`config.mk`:
```
export PLATFORM = sky130hd
export DESIGN_NAME = apb_req_arbiter
export DESIGN_NICKNAME = d
export VERILOG_FILES = /design/src/rtl/apb_req_arbiter.sv
export SDC_FILE = /design/constraint.sdc
export NUM_CORES = 1
export LEC_CHECK = 0
export ABC_AREA = 1
export BUFFER_PORTS_ARGS = -buffer_cell sky130_fd_sc_hd__buf_2
export CAP_MARGIN = 20
export CELL_PAD_IN_SITES_DETAIL_PLACEMENT = 1
export CELL_PAD_IN_SITES_GLOBAL_PLACEMENT = 2
export CORE_MARGIN = 2
export CORE_UTILIZATION = 25
export CTS_CLUSTER_SIZE = 8
export DETAILED_ROUTE_END_ITERATION = 7
export PLACE_DENSITY = 0.82
export SYNTH_ARGS = -nofsm -noshare
export SYNTH_HDL_FRONTEND = slang
export SYNTH_SLANG_ARGS = --single-unit
```
`constraint.sdc`:
```
create_clock -name clk -period 5 [get_ports clk]
set_input_delay 1 -clock clk [delete_from_list [all_inputs] [get_ports clk]]
set_output_delay 1 -clock clk [all_outputs]
set_load 0.1 [all_outputs]
```
`src/rtl/apb_req_arbiter.sv`:
```
`default_nettype none
// ============================================================================
// Module   : apb_req_arbiter
// Purpose  : Round-robin arbiter that shares one APB master (apb_top) among
//            NREQ requesters. It latches the winner's command, drives the
//            master's newd/wr/ain/din interface until the master reports
//            completion, then returns read data and status to the winner.
// Ports    : clk, rst            - clock (rising edge), sync active-high reset
//            req/req_wr          - per-requester request level and direction
//            req_addr/req_wdata  - packed per-requester address / write data
//            gnt/done            - one-hot grant, one-cycle completion pulse
//            rdata/err           - read data and error status (valid with done)
//            m_newd/m_wr/m_ain/m_din  - command interface to the master
//            m_done/m_rdata/m_slverr  - completion interface from the master
// Options  : APB_ARB_TIMEOUT_EN  - abort a transfer after TIMEOUT cycles in
//            BUSY, completing it with err=1 (rdata left unchanged).
// Revision : 1.0 - initial release
// ============================================================================
module apb_req_arbiter #(
    parameter int NREQ    = 4,
    parameter int AW      = 4,
    parameter int DW      = 8,
    parameter int TIMEOUT = 64
) (
    input  logic               clk,
    input  logic               rst,
    input  logic [NREQ-1:0]    req,
    input  logic [NREQ-1:0]    req_wr,
    input  logic [NREQ*AW-1:0] req_addr,
    input  logic [NREQ*DW-1:0] req_wdata,
    output logic [NREQ-1:0]    gnt,
    output logic [NREQ-1:0]    done,
    output logic [DW-1:0]      rdata,
    output logic               err,
    output logic               m_newd,
    output logic               m_wr,
    output logic [AW-1:0]      m_ain,
    output logic [DW-1:0]      m_din,
    input  logic               m_done,
    input  logic [DW-1:0]      m_rdata,
    input  logic               m_slverr
);

    localparam int c_PTR_W = (NREQ > 1) ? $clog2(NREQ) : 1;

    localparam logic [1:0] c_IDLE    = 2'd0;
    localparam logic [1:0] c_BUSY    = 2'd1;
    localparam logic [1:0] c_RELEASE = 2'd2;

    logic [1:0]         r_state, w_state_nxt;
    logic [c_PTR_W-1:0] r_ptr,   w_ptr_nxt;
    logic [c_PTR_W-1:0] r_win,   w_win_nxt;
    logic [NREQ-1:0]    r_gnt,   w_gnt_nxt;
    logic [NREQ-1:0]    r_done,  w_done_nxt;
    logic [DW-1:0]      r_rdata, w_rdata_nxt;
    logic               r_err,   w_err_nxt;
    logic               r_newd,  w_newd_nxt;
    logic               r_wr,    w_wr_nxt;
    logic [AW-1:0]      r_ain,   w_ain_nxt;
    logic [DW-1:0]      r_din,   w_din_nxt;

    logic [c_PTR_W-1:0] w_pick;
    logic [c_PTR_W-1:0] w_win_inc;

`ifdef APB_ARB_TIMEOUT_EN
    localparam int c_CNT_W = $clog2(TIMEOUT + 1);
    logic [c_CNT_W-1:0] r_cnt, w_cnt_nxt;
`endif

    // Round-robin pick: scan downward so the candidate closest to the pointer
    // (upward, with wrap) is the last one written and therefore wins.
    always_comb begin
        w_pick = r_ptr;
        for (int k = NREQ - 1; k >= 0; k--) begin
            if (req[(int'(r_ptr) + k) % NREQ]) begin
                w_pick = c_PTR_W'((int'(r_ptr) + k) % NREQ);
            end
        end
    end

    // Pointer moves to the requester just after the winner, wrapping at NREQ.
    assign w_win_inc = (int'(r_win) == NREQ - 1) ? '0 : r_win + c_PTR_W'(1);

    always_comb begin
        w_state_nxt = r_state;
        w_ptr_nxt   = r_ptr;
        w_win_nxt   = r_win;
        w_gnt_nxt   = r_gnt;
        w_done_nxt  = '0;
        w_rdata_nxt = r_rdata;
        w_err_nxt   = r_err;
        w_newd_nxt  = r_newd;
        w_wr_nxt    = r_wr;
        w_ain_nxt   = r_ain;
        w_din_nxt   = r_din;
`ifdef APB_ARB_TIMEOUT_EN
        w_cnt_nxt   = r_cnt;
`endif
        case (r_state)
            c_IDLE: begin
                if (|req) begin
                    w_win_nxt   = w_pick;
                    w_gnt_nxt   = NREQ'(1) << w_pick;
                    w_wr_nxt    = req_wr[w_pick];
                    w_ain_nxt   = req_addr[int'(w_pick) * AW +: AW];
                    w_din_nxt   = req_wdata[int'(w_pick) * DW +: DW];
                    w_newd_nxt  = 1'b1;
                    w_state_nxt = c_BUSY;
`ifdef APB_ARB_TIMEOUT_EN
                    w_cnt_nxt   = '0;
`endif
                end
            end
            c_BUSY: begin
                // Requester inputs are deliberately not looked at here: the
                // latched command stays on the master until it completes.
                if (m_done) begin
                    if (!r_wr) begin
                        w_rdata_nxt = m_rdata;
                    end
                    w_err_nxt   = m_slverr;
                    w_done_nxt  = NREQ'(1) << r_win;
                    w_newd_nxt  = 1'b0;
                    w_ptr_nxt   = w_win_inc;
                    w_state_nxt = c_RELEASE;
                end
`ifdef APB_ARB_TIMEOUT_EN
                else if (r_cnt == c_CNT_W'(TIMEOUT - 1)) begin
                    w_err_nxt   = 1'b1;
                    w_done_nxt  = NREQ'(1) << r_win;
                    w_newd_nxt  = 1'b0;
                    w_ptr_nxt   = w_win_inc;
                    w_state_nxt = c_RELEASE;
                end else begin
                    w_cnt_nxt   = r_cnt + c_CNT_W'(1);
                end
`endif
            end
            c_RELEASE: begin
                // One newd-low cycle lets the master return to its IDLE before
                // any new command; requests are not sampled here.
                w_gnt_nxt   = '0;
                w_state_nxt = c_IDLE;
            end
            default: begin
                w_gnt_nxt   = '0;
                w_newd_nxt  = 1'b0;
                w_state_nxt = c_IDLE;
            end
        endcase
    end

    always_ff @(posedge clk) begin
        if (rst) begin
            r_state <= c_IDLE;
            r_ptr   <= '0;
            r_win   <= '0;
            r_gnt   <= '0;
            r_done  <= '0;
            r_rdata <= '0;
            r_err   <= 1'b0;
            r_newd  <= 1'b0;
            r_wr    <= 1'b0;
            r_ain   <= '0;
            r_din   <= '0;
`ifdef APB_ARB_TIMEOUT_EN
            r_cnt   <= '0;
`endif
        end else begin
            r_state <= w_state_nxt;
            r_ptr   <= w_ptr_nxt;
            r_win   <= w_win_nxt;
            r_gnt   <= w_gnt_nxt;
            r_done  <= w_done_nxt;
            r_rdata <= w_rdata_nxt;
            r_err   <= w_err_nxt;
            r_newd  <= w_newd_nxt;
            r_wr    <= w_wr_nxt;
            r_ain   <= w_ain_nxt;
            r_din   <= w_din_nxt;
`ifdef APB_ARB_TIMEOUT_EN
            r_cnt   <= w_cnt_nxt;
`endif
        end
    end

    assign gnt    = r_gnt;
    assign done   = r_done;
    assign rdata  = r_rdata;
    assign err    = r_err;
    assign m_newd = r_newd;
    assign m_wr   = r_wr;
    assign m_ain  = r_ain;
    assign m_din  = r_din;

endmodule
`default_nettype wire
```
==> results.sh <==
export IMPL_outcome="finished clean"
export IMPL_numCtsBuffers=5
export IMPL_hold_class="reg -> reg"
export IMPL_ys_top_cells_by_count="nor2_1, nand2_1, dfxtp_1"
export IMPL_end_kind="register"
export IMPL_grt_antenna_before_repair=0
export IMPL_power_switching_uw=552
export IMPL_synth_top_area_share=0.346
export IMPL_ir_worst_vdd_uv=132
export IMPL_synth_enable_flop_cells=0
export IMPL_drive_gt1_frac=0.344
export IMPL_syn_area_per_cell_um2=6.62
export IMPL_dp_hpwl_um=5150
export IMPL_die_height_um=96.6
export IMPL_postCtsSetupBuffers=0
export IMPL_crit_family="simple AND/OR/NAND/NOR gates"
export IMPL_root_buffer="clkbuf_8"
export IMPL_cap_violations=0
export IMPL_final_setup_viol_count=0
export IMPL_min_period_ps=2350
export IMPL_pre_cts_ws_ps=1700
export IMPL_start_util=0.260
export IMPL_rows=33
export IMPL_ant_nets=0
export IMPL_intPower_uw=614
export IMPL_drt_wl_total_um=6870
export IMPL_ys_warn_count=0
export IMPL_cts_sinks=37
export IMPL_critPathBufInv=3
export IMPL_gp_congestion=0.826
export IMPL_powerDensity_nw_per_um2=414
export IMPL_dieArea_um2=9330
export IMPL_grtUsageMet3=0.0310
export IMPL_area_delta_synth_final_pct=31.3
export IMPL_hold_ws_ps=466
export IMPL_crit_fanout=37
export IMPL_finalClockSkew_ps=2.56
export IMPL_cp_data_required_time_ps=5190
export IMPL_min_to="gnt[3]$_SDFFE_PP0P_"
export IMPL_hold_start="gnt[3]$_SDFFE_PP0P_"
export IMPL_holdPathStages=2
export IMPL_use_met2=0.269
export IMPL_synthFlopType="dfxtp_1"
export IMPL_synth_most_common_cell="nor2_1"
export IMPL_startpoint_type="input pin"
export IMPL_hold_viol=0
export IMPL_ff2ff_path_depth=13
export IMPL_grt_busiest_layer="met2"
export IMPL_clockPowerShare=0.237
export IMPL_criticalPathCategory="in -> reg"
export IMPL_drcViolationCount=0
export IMPL_via_per_inst=4.50
export IMPL_fp_coreArea_um2=8260
export IMPL_async_reset_ff_frac=0
export IMPL_r2r_end="m_din[0]$_SDFFE_PP0P_"
export IMPL_grt_pass1_vias=2361
export IMPL_rsz0062_at_grt="no"
export IMPL_comb_power_share=0.462
export IMPL_port_buffers=98
export IMPL_grt_first_pass_wirelength_um=11300
export IMPL_yosys_area_top_type="dfxtp_1"
export IMPL_p_leak_uw=0.00147
export IMPL_worstSkewPairLatency_ps=290
export IMPL_worst_slack_ps=2650
export IMPL_rrSetupSlack_ps=2740
export IMPL_max_stage_delay_ps=300
export IMPL_sw_frac_of_total=0.474
export IMPL_htreeDepth=2
export IMPL_path_common_cell="nand2_1"
export IMPL_crit_path_cell_trace="buf_2 -> inv_1 -> nand2_1 -> nand3_1 -> nand2_1 -> inv_2 -> nand2_2 -> nand2_4 -> nand3_4 -> nand2_8 -> nand2_1 -> nand2_1 -> nor2_1 -> nor2_1 -> nor2_1"
export IMPL_ys_types=22
export IMPL_grt_use_total=0.155
export IMPL_slew_headroom=0.525
export IMPL_use_met1=0.196
export IMPL_die_x_um=96.6
export IMPL_slowest_stage="nand2_8"
export IMPL_synth_area_leaders="dfxtp_1, nor2_1, nand3_1"
export IMPL_clk_path_buf_depth=2
export IMPL_cts_hold_buf=0
export IMPL_fin_setup_tns_ps=0
export IMPL_arrival_ps=2530
export IMPL_pwr_share_seq=0.302
export IMPL_first_pass_iters=4
export IMPL_final_net_count=486
export IMPL_max_clock_freq_ghz=0.426
export IMPL_postPlaceCellArea_um2=2680
export IMPL_slew_violations=0
export IMPL_fin_crit_sh=0.469
export IMPL_netlist_area_um2=2140
export IMPL_overflow=0
export IMPL_r2r_start="r_ptr[0]$_SDFFE_PP0N_"
export IMPL_synth_cells=324
export IMPL_synth_seq_cells=37
export IMPL_wl_per_cell_um=13.1
export IMPL_post_cts_resized=0
export IMPL_drtIter0Drc=66
export IMPL_n_antenna_cell=0
export IMPL_io_pins=99
export IMPL_worst_slew_pin_slew_ps=711
export IMPL_grt_max_degree=38
export IMPL_route_vias_total=2356
export IMPL_ys_seq_area_frac=0.346
export IMPL_stdcell_area_um2=2810
export IMPL_syn_num_nets=393
export IMPL_cts_clk_slew_worst_paths_ps=80
export IMPL_tritoncts="built"
==> logic make-up (layout without fill, tap and decap cells) <==
kind of cell	count (synthesis)	in the layout	share of synthesized area
AND/OR/NAND/NOR	204	204	0.456
buffers and inverters	43	137	0.102
AO/OA/AOI/OAI	39	39	0.0911
adder cells (fa/ha/maj)	1	1	0.00584
flip-flops	37	37	0.346
==> worst min-delay path: cells and delay by family, from the launching register on <==
kind | cells | cell delay [ps]
AO/OA/AOI/OAI | 1 | 50
AND/OR/NAND/NOR | 1 | 60
flip-flops | 1 | 310
==> per-stage QoR <==
stage           util  total power (uW)  std cells
2_1_floorplan      -               802        324
3_3_place_gp   0.324               889        514
3_5_place_dp   0.324               895        514
4_1_cts        0.339              1180        522
5_1_grt        0.341              1240        523
6_report       0.341              1170        523
==> final cells by class <==
cell class	instances	area [um^2]
clock buffers	6	82.6
multi-input cells	244	1190
flip-flops and latches	37	741
well taps	105	131
repair buffers	100	513
inverters	29	121
fillers	1119	5440
clock inverters	2	37.5
==> power groups by stage <==
stage	Sequential (uW)	Combinational [uW]	Clock, uW
floorplan	568	234	0
detailed placement	359	536	0
global placement	359	531	0
global route	357	587	298
CTS	353	538	288
finish	352	538	276
==> per-layer routing <==
metal	up-vias	routed length [um]
met3	6	257
met1	1069	3110
met5	-	0
met4	0	105
met2	56	3390
li1	1225	-
==> registers in the layout (all words and copies together), names as in the netlist, 2 cells and up <==
signal and count:
m_din 8, rdata 8, done 4, gnt 4
m_ain 4, r_ptr 2, r_state 2, r_win 2
==> placed cells by master, fill, tap and decap left out, types with 2 or more instances in the layout <==
| cell | Yosys | routed |
|---|---|---|
| a21oi_1 | 13 | 13 |
| inv_1 | 23 | 23 |
| nand4_1 | 14 | 14 |
| buf_2 | 2 | 98 |
| nand3_1 | 36 | 36 |
| nand2_4 | 4 | 4 |
| nor2_1 | 77 | 76 |
| clkbuf_8 | 0 | 6 |
| nand2_2 | 17 | 17 |
| dfxtp_1 | 37 | 37 |
| inv_2 | 5 | 5 |
| nand2_8 | 2 | 2 |
| o21ai_0 | 25 | 25 |
| nand2_1 | 48 | 48 |
| nor2_2 | 5 | 6 |
==> worst max-delay path by stage <==
stage          depth (start not counted)                    end   start  slack, ps
2_1_floorplan                         15      m_wr$_SDFFE_PP0P_  req[1]       2800
3_3_place_gp                          13  m_din[0]$_SDFFE_PP0P_  req[1]       1790
4_1_cts                               13  m_ain[1]$_SDFFE_PP0P_  req[1]       2010
3_5_place_dp                          13  m_ain[0]$_SDFFE_PP0P_  req[1]       1700
5_1_grt                               15  m_din[0]$_SDFFE_PP0P_  req[1]       2450
6_report                              15  m_din[0]$_SDFFE_PP0P_  req[1]       2650
No activity file was read; power rests on OpenSTA's default activity.
